File: src/rtl/id_ex_stage.sv
// ID/EX pipeline register with EX/MEM and MEM/WB operand forwarding.
// Registered decode fields feed a zero-latency forwarding mux in front of the ALU.
module id_ex_stage #(
  parameter int DATAWIDTH = 32,
  parameter int REGW      = 5
) (
  input  logic                 clk,
  input  logic                 rst,
  input  logic                 stall_i,
  input  logic                 flush_i,
  input  logic                 valid_i,
  input  logic [DATAWIDTH-1:0] RD1_i,
  input  logic [DATAWIDTH-1:0] RD2_i,
  input  logic [DATAWIDTH-1:0] ImmExt_i,
  input  logic [DATAWIDTH-1:0] PC_i,
  input  logic [REGW-1:0]      Rs1_i,
  input  logic [REGW-1:0]      Rs2_i,
  input  logic [REGW-1:0]      Rd_i,
  input  logic [3:0]           ALUctrl_i,
  input  logic [2:0]           BranchCtrl_i,
  input  logic                 ALUSrcA_i,
  input  logic                 ALUSrcB_i,
  input  logic                 RegWrite_i,
  input  logic                 ExMemRegWrite_i,
  input  logic [REGW-1:0]      ExMemRd_i,
  input  logic [DATAWIDTH-1:0] ExMemResult_i,
  input  logic                 MemWbRegWrite_i,
  input  logic [REGW-1:0]      MemWbRd_i,
  input  logic [DATAWIDTH-1:0] MemWbResult_i,
  output logic [DATAWIDTH-1:0] SrcA_o,
  output logic [DATAWIDTH-1:0] SrcB_o,
  output logic [DATAWIDTH-1:0] StoreData_o,
  output logic [3:0]           ALUctrl_o,
  output logic [2:0]           BranchCtrl_o,
  output logic [DATAWIDTH-1:0] PC_o,
  output logic [REGW-1:0]      Rd_o,
  output logic                 RegWrite_o,
  output logic                 valid_o
);

  logic                 valid_q, valid_d;
  logic                 regwrite_q, regwrite_d;
  logic [2:0]           branch_q, branch_d;
  logic [3:0]           aluctrl_q, aluctrl_d;
  logic [DATAWIDTH-1:0] pc_q, pc_d;
  logic [DATAWIDTH-1:0] rd1_q, rd1_d;
  logic [DATAWIDTH-1:0] rd2_q, rd2_d;
  logic [DATAWIDTH-1:0] imm_q, imm_d;
  logic [REGW-1:0]      rs1_q, rs1_d;
  logic [REGW-1:0]      rs2_q, rs2_d;
  logic [REGW-1:0]      rd_q, rd_d;
  logic                 srca_sel_q, srca_sel_d;
  logic                 srcb_sel_q, srcb_sel_d;
  logic [DATAWIDTH-1:0] fwd_a, fwd_b;

  always_comb begin
    valid_d    = valid_q;
    regwrite_d = regwrite_q;
    branch_d   = branch_q;
    aluctrl_d  = aluctrl_q;
    pc_d       = pc_q;
    rd1_d      = rd1_q;
    rd2_d      = rd2_q;
    imm_d      = imm_q;
    rs1_d      = rs1_q;
    rs2_d      = rs2_q;
    rd_d       = rd_q;
    srca_sel_d = srca_sel_q;
    srcb_sel_d = srcb_sel_q;
    // A flush only kills the side-effecting fields; datapath fields are left as-is.
    if (flush_i) begin
      valid_d    = 1'b0;
      regwrite_d = 1'b0;
      branch_d   = 3'b000;
    end else if (!stall_i) begin
      valid_d    = valid_i;
      regwrite_d = RegWrite_i & valid_i;
      branch_d   = valid_i ? BranchCtrl_i : 3'b000;
      aluctrl_d  = ALUctrl_i;
      pc_d       = PC_i;
      rd1_d      = RD1_i;
      rd2_d      = RD2_i;
      imm_d      = ImmExt_i;
      rs1_d      = Rs1_i;
      rs2_d      = Rs2_i;
      rd_d       = Rd_i;
      srca_sel_d = ALUSrcA_i;
      srcb_sel_d = ALUSrcB_i;
    end
  end

  always_ff @(posedge clk) begin
    if (rst) begin
      valid_q    <= 1'b0;
      regwrite_q <= 1'b0;
      branch_q   <= '0;
      aluctrl_q  <= '0;
      pc_q       <= '0;
      rd1_q      <= '0;
      rd2_q      <= '0;
      imm_q      <= '0;
      rs1_q      <= '0;
      rs2_q      <= '0;
      rd_q       <= '0;
      srca_sel_q <= 1'b0;
      srcb_sel_q <= 1'b0;
    end else begin
      valid_q    <= valid_d;
      regwrite_q <= regwrite_d;
      branch_q   <= branch_d;
      aluctrl_q  <= aluctrl_d;
      pc_q       <= pc_d;
      rd1_q      <= rd1_d;
      rd2_q      <= rd2_d;
      imm_q      <= imm_d;
      rs1_q      <= rs1_d;
      rs2_q      <= rs2_d;
      rd_q       <= rd_d;
      srca_sel_q <= srca_sel_d;
      srcb_sel_q <= srcb_sel_d;
    end
  end

  // EX/MEM is the younger producer, so it wins; x0 is hardwired and never forwarded.
  always_comb begin
    fwd_a = rd1_q;
    if (ExMemRegWrite_i && (ExMemRd_i != '0) && (ExMemRd_i == rs1_q))
      fwd_a = ExMemResult_i;
    else if (MemWbRegWrite_i && (MemWbRd_i != '0) && (MemWbRd_i == rs1_q))
      fwd_a = MemWbResult_i;
  end

  always_comb begin
    fwd_b = rd2_q;
    if (ExMemRegWrite_i && (ExMemRd_i != '0) && (ExMemRd_i == rs2_q))
      fwd_b = ExMemResult_i;
    else if (MemWbRegWrite_i && (MemWbRd_i != '0) && (MemWbRd_i == rs2_q))
      fwd_b = MemWbResult_i;
  end

  assign SrcA_o       = srca_sel_q ? pc_q : fwd_a;
  assign SrcB_o       = srcb_sel_q ? imm_q : fwd_b;
  assign StoreData_o  = fwd_b;
  assign ALUctrl_o    = aluctrl_q;
  assign BranchCtrl_o = branch_q;
  assign PC_o         = pc_q;
  assign Rd_o         = rd_q;
  assign RegWrite_o   = regwrite_q;
  assign valid_o      = valid_q;

endmodule

File: config.mk
export PLATFORM = sky130hd
export DESIGN_NAME = id_ex_stage
export DESIGN_NICKNAME = d
export VERILOG_FILES = /design/src/rtl/id_ex_stage.sv
export SDC_FILE = /design/constraint.sdc
export NUM_CORES = 1
export LEC_CHECK = 0
export CAP_MARGIN = 40
export CORE_MARGIN = 2
export CORE_UTILIZATION = 31
export DETAILED_ROUTE_END_ITERATION = 10
export GPL_ROUTABILITY_DRIVEN = 0
export PLACE_DENSITY = 0.66
export SYNTH_ARGS = -nofsm -noshare
export SYNTH_HDL_FRONTEND = slang
export SYNTH_SLANG_ARGS = --single-unit
export TNS_END_PERCENT = 5
File: constraint.sdc
create_clock -name clk -period 2.6 [get_ports clk]
set_input_delay 0.52 -clock clk [delete_from_list [all_inputs] [get_ports clk]]
set_output_delay 0.52 -clock clk [all_outputs]
set_load 0.02 [all_outputs]
==> flow_metrics.tcl <==
set metrics [dict create \
    dieWidth_um 162.7 \
    num_io_pins 376 \
    hp-class "reg -> reg" \
    start_util_pct 31.26 \
    synth_seq_cells 154 \
    async_flop_share_pct 0 \
    synthCells 1045 \
    maxCapViolCount 0 \
    clk_pin_slew_worst_paths_ns 0.07 \
    crit_path_cell_trace "buf_6, xor2_1, or4_4, nor2b_4, buf_8, buf_6, a221oi_4, buf_6" \
    postSynthAreaPerCell_um2 7.468 \
    post-place-ws_ns -1.232 \
    cp.arrival_ns 2.50 \
    maxSlewHeadroom_pct 59.70 \
    tightestPinTransition_ns 0.6045 \
    startpoint_type "flip-flop" \
    wirelength_um 39650 \
    yosys.area.top_type "dfxtp_1" \
    hold_violations 0 \
    fin_nets 1749 \
    path_buf_inv 4 \
    r2r_cells 3 \
    cp-end-kind "output pin" \
    gr-total-overflow 0 \
    worstPathRequired_ns 2.08 \
    drc_errors 0 \
    synth_cell_types 35 \
    synth-edff-count 0 \
    status "finished, violations left" \
    row_count 58 \
    area_delta_synth_final_pct 97.79 \
    dr_total_vias 9820 \
    hpwl_um 27760 \
    fp.coreArea_mm2 0.02496 \
    synth_top_cell_area_share_pct 39.51 \
    drive_above_1_share_pct 33.18 \
    grt_first_pass_wirelength_um 58260 \
    timing.final.ws_setup_ns -0.4241 \
    grt_pass1_vias 9835 \
    synthTopCellsByArea "dfxtp_1 40%, nand2_1 15%, a21oi_1 11%" \
    cts_hold_buffers 0 \
    critical-path-slowest-cell "or4_4" \
    slowest_delay_ns 0.55 \
    crit_cells 8 \
    clockBufferDepth 2 \
    r2r_end "srcb_sel_q$_SDFFE_PP0P_" \
    htreeDepth 4 \
    fillers 2206 \
    fmax_ghz 0.3307 \
    crit_family "simple AND/OR/NAND/NOR gates" \
    r2r_setup_slack_ns 1.68 \
    viasPerCell 5.282 \
    rsz0062_at_grt "true" \
    clk_latency_ns 0.43 \
    die_h_um 162.7 \
    fin_crit_sh_pct 116.3 \
    grt.total_usage_pct 29.12 \
    p_per_area_mw_per_mm2 474.0 \
    period_minus_slack_ns 3.024 \
    worst-path-max-fanout 5 \
    ir_worst_vdd_mv 0.3590 \
    synth_ff_type "dfxtp_1" \
    finClkSkew_ns 0 \
    syn-num-nets 1279 \
    leakage_nw 5.645 \
    cts_root_buffer "clkbuf_16" \
    worstSetupEndpoint "SrcA_o[16]" \
    die_area_mm2 0.02646 \
    cts_made_buffers 17 \
    cp-startpoint "rs1_q[1]$_SDFFE_PP0P_" \
    wl_per_cell_um 21.33 \
    setup_violations 96 \
    crit_top_cell "buf_6" \
    antenna_found_initial 1 \
    io_buffers 375 \
    grt_max_degree 81 \
    first_pass_iters 5 \
    cts.sinks 154 \
    ys_seq_area_share_pct 39.51 \
    drt_iter0_drc 649 \
    yosysWarningCount 0 \
    worstReg2RegStart "srcb_sel_q$_SDFFE_PP0P_" \
    slew_violations 0 \
    drtAntennaViolNets 0 \
    final_util_pct 61.83 \
    syn-cell-area_mm2 0.007804 \
    violations "negative setup slack" \
    path_class "reg -> out" \
    cts_tree "yes" \
]
==> report_power, final <==
part           internal [mW]  switching [mW]  leakage [nW]
clock network           1.46            1.21         0.296
registers               2.47          0.0800          1.26
logic                   1.09            1.02          4.09
==> cell families after synthesis <==
family,after synthesis,share of synthesized area [%]
buffers and inverters,119,6.141
XOR/XNOR,18,2.020
AO/OA/AOI/OAI,272,20.65
multiplexers,64,8.722
AND/OR/NAND/NOR,418,22.96
flip-flops,154,39.51
==> flip-flops by register name, summed over array words and instances, names as in the netlist <==
| signal | flops |
|---|---|
| ALUctrl_o | 4 |
| BranchCtrl_o | 3 |
| PC_o | 32 |
| Rd_o | 5 |
| RegWrite_o | 1 |
| imm_q | 32 |
| rd1_q | 32 |
| rd2_q | 32 |
| rs1_q | 5 |
| rs2_q | 5 |
| srca_sel_q | 1 |
| srcb_sel_q | 1 |
| valid_o | 1 |
==> layout make-up <==
| cell class | instances | area, µm² | share of cell area (%) |
|---|---|---|---|
| tap | 330 | 412.9 | 2.675 |
| sequential | 154 | 3097 | 20.06 |
| inverter | 15 | 56.30 | 0.3648 |
| timing repair buffer | 555 | 5569 | 36.08 |
| antenna | 1 | 2.502 | 0.01621 |
| clock buffer | 17 | 425.4 | 2.756 |
| clock inverter | 15 | 176.4 | 1.143 |
| multi-input combinational | 772 | 5695 | 36.90 |
==> routing by layer <==
metal,vias up,share of wire (%),GRT usage [%]
li1,4608,-,-
met1,4679,39,34.33
met2,444,49,50.95
met3,89,7.7,6.188
met4,0,4.2,12.87
met5,-,0,0
==> through the flow <==
stage          TNS (ns)  instance area (µm²)  hold WS (ns)  instances  power [mW]
5_1_grt          -30.59                15430        0.4757       1858       7.558
6_report         -26.37                15430        0.4553       1859       7.317
3_5_place_dp    -104.40                13740        0.4461       1798       4.489
3_3_place_gp    -104.26                13740        0.4406       1798       4.476
4_1_cts          -25.88                15110        0.4557       1852       7.293
2_1_floorplan    -5.049                 8576        0.4329       1045       3.377
==> repair_timing <==
| item | CTS | global route |
|---|---|---|
| gates resized for setup | 617 | 73 |
| endpoints found under the setup margin | 96 | 96 |
| pin swaps | 46 | 22 |
| gates cloned | 6 | 0 |
| setup buffers | 17 | 7 |
==> cells in the mapped netlist, types with 2 or more instances <==
cell type / n
or4_1: 2
a221oi_1: 15
or2_2: 2
buf_4: 4
nand3_1: 2
dfxtp_1: 154
a22oi_1: 4
o31ai_1: 49
clkbuf_1: 79
nand2b_1: 17
inv_1: 15
nor2b_1: 2
nor3_1: 52
mux2_2: 32
nand2_1: 302
xor2_1: 3
mux2i_1: 32
a31oi_1: 32
a21oi_1: 167
nand4_1: 33
xnor2_1: 15
buf_2: 11
buf_1: 9
==> worst reg2reg max path: stages (launching register included) <==
cell     delay (ns)
dfxtp_2        0.33
buf_4          0.29
nand2_1        0.09
a21oi_1        0.14
==> worst min-delay path by stage <==
stage	start	endpoint	depth (start not counted)
3_3_place_gp	imm_q[28]$_SDFFE_PP0P_	imm_q[28]$_SDFFE_PP0P_	2
2_1_floorplan	imm_q[30]$_SDFFE_PP0P_	imm_q[30]$_SDFFE_PP0P_	2
4_1_cts	rd1_q[9]$_SDFFE_PP0P_	rd1_q[9]$_SDFFE_PP0P_	2
3_5_place_dp	rd1_q[9]$_SDFFE_PP0P_	rd1_q[9]$_SDFFE_PP0P_	2
5_1_grt	imm_q[20]$_SDFFE_PP0P_	imm_q[20]$_SDFFE_PP0P_	2
6_report	rd1_q[19]$_SDFFE_PP0P_	rd1_q[19]$_SDFFE_PP0P_	2
==> cell usage in the layout, fill, tap and decap left out, types with 4 or more instances in the layout <==
cell,netlist,layout
nand2_1,302,301
clkdlybuf4s50_1,0,267
buf_4,4,158
a21oi_1,167,153
dfxtp_1,154,145
buf_6,0,69
nand4_1,33,33
nor3_1,52,33
a31oi_4,0,32
mux2_4,0,32
o31ai_1,49,29
buf_12,0,29
nor3_2,0,19
clkbuf_16,0,18
nand2b_1,17,17
buf_2,11,17
inv_1,15,15
mux2i_1,32,15
a21oi_2,0,14
o31ai_2,0,12
mux2i_2,0,10
xnor2_2,0,9
a221oi_4,0,9
o31ai_4,0,8
dfxtp_2,0,8
mux2i_4,0,7
inv_6,0,7
a221oi_2,0,6
buf_8,0,6
xnor2_1,15,4
a22oi_1,4,4
buf_16,0,4
No activity file was read; power rests on OpenSTA's default activity.
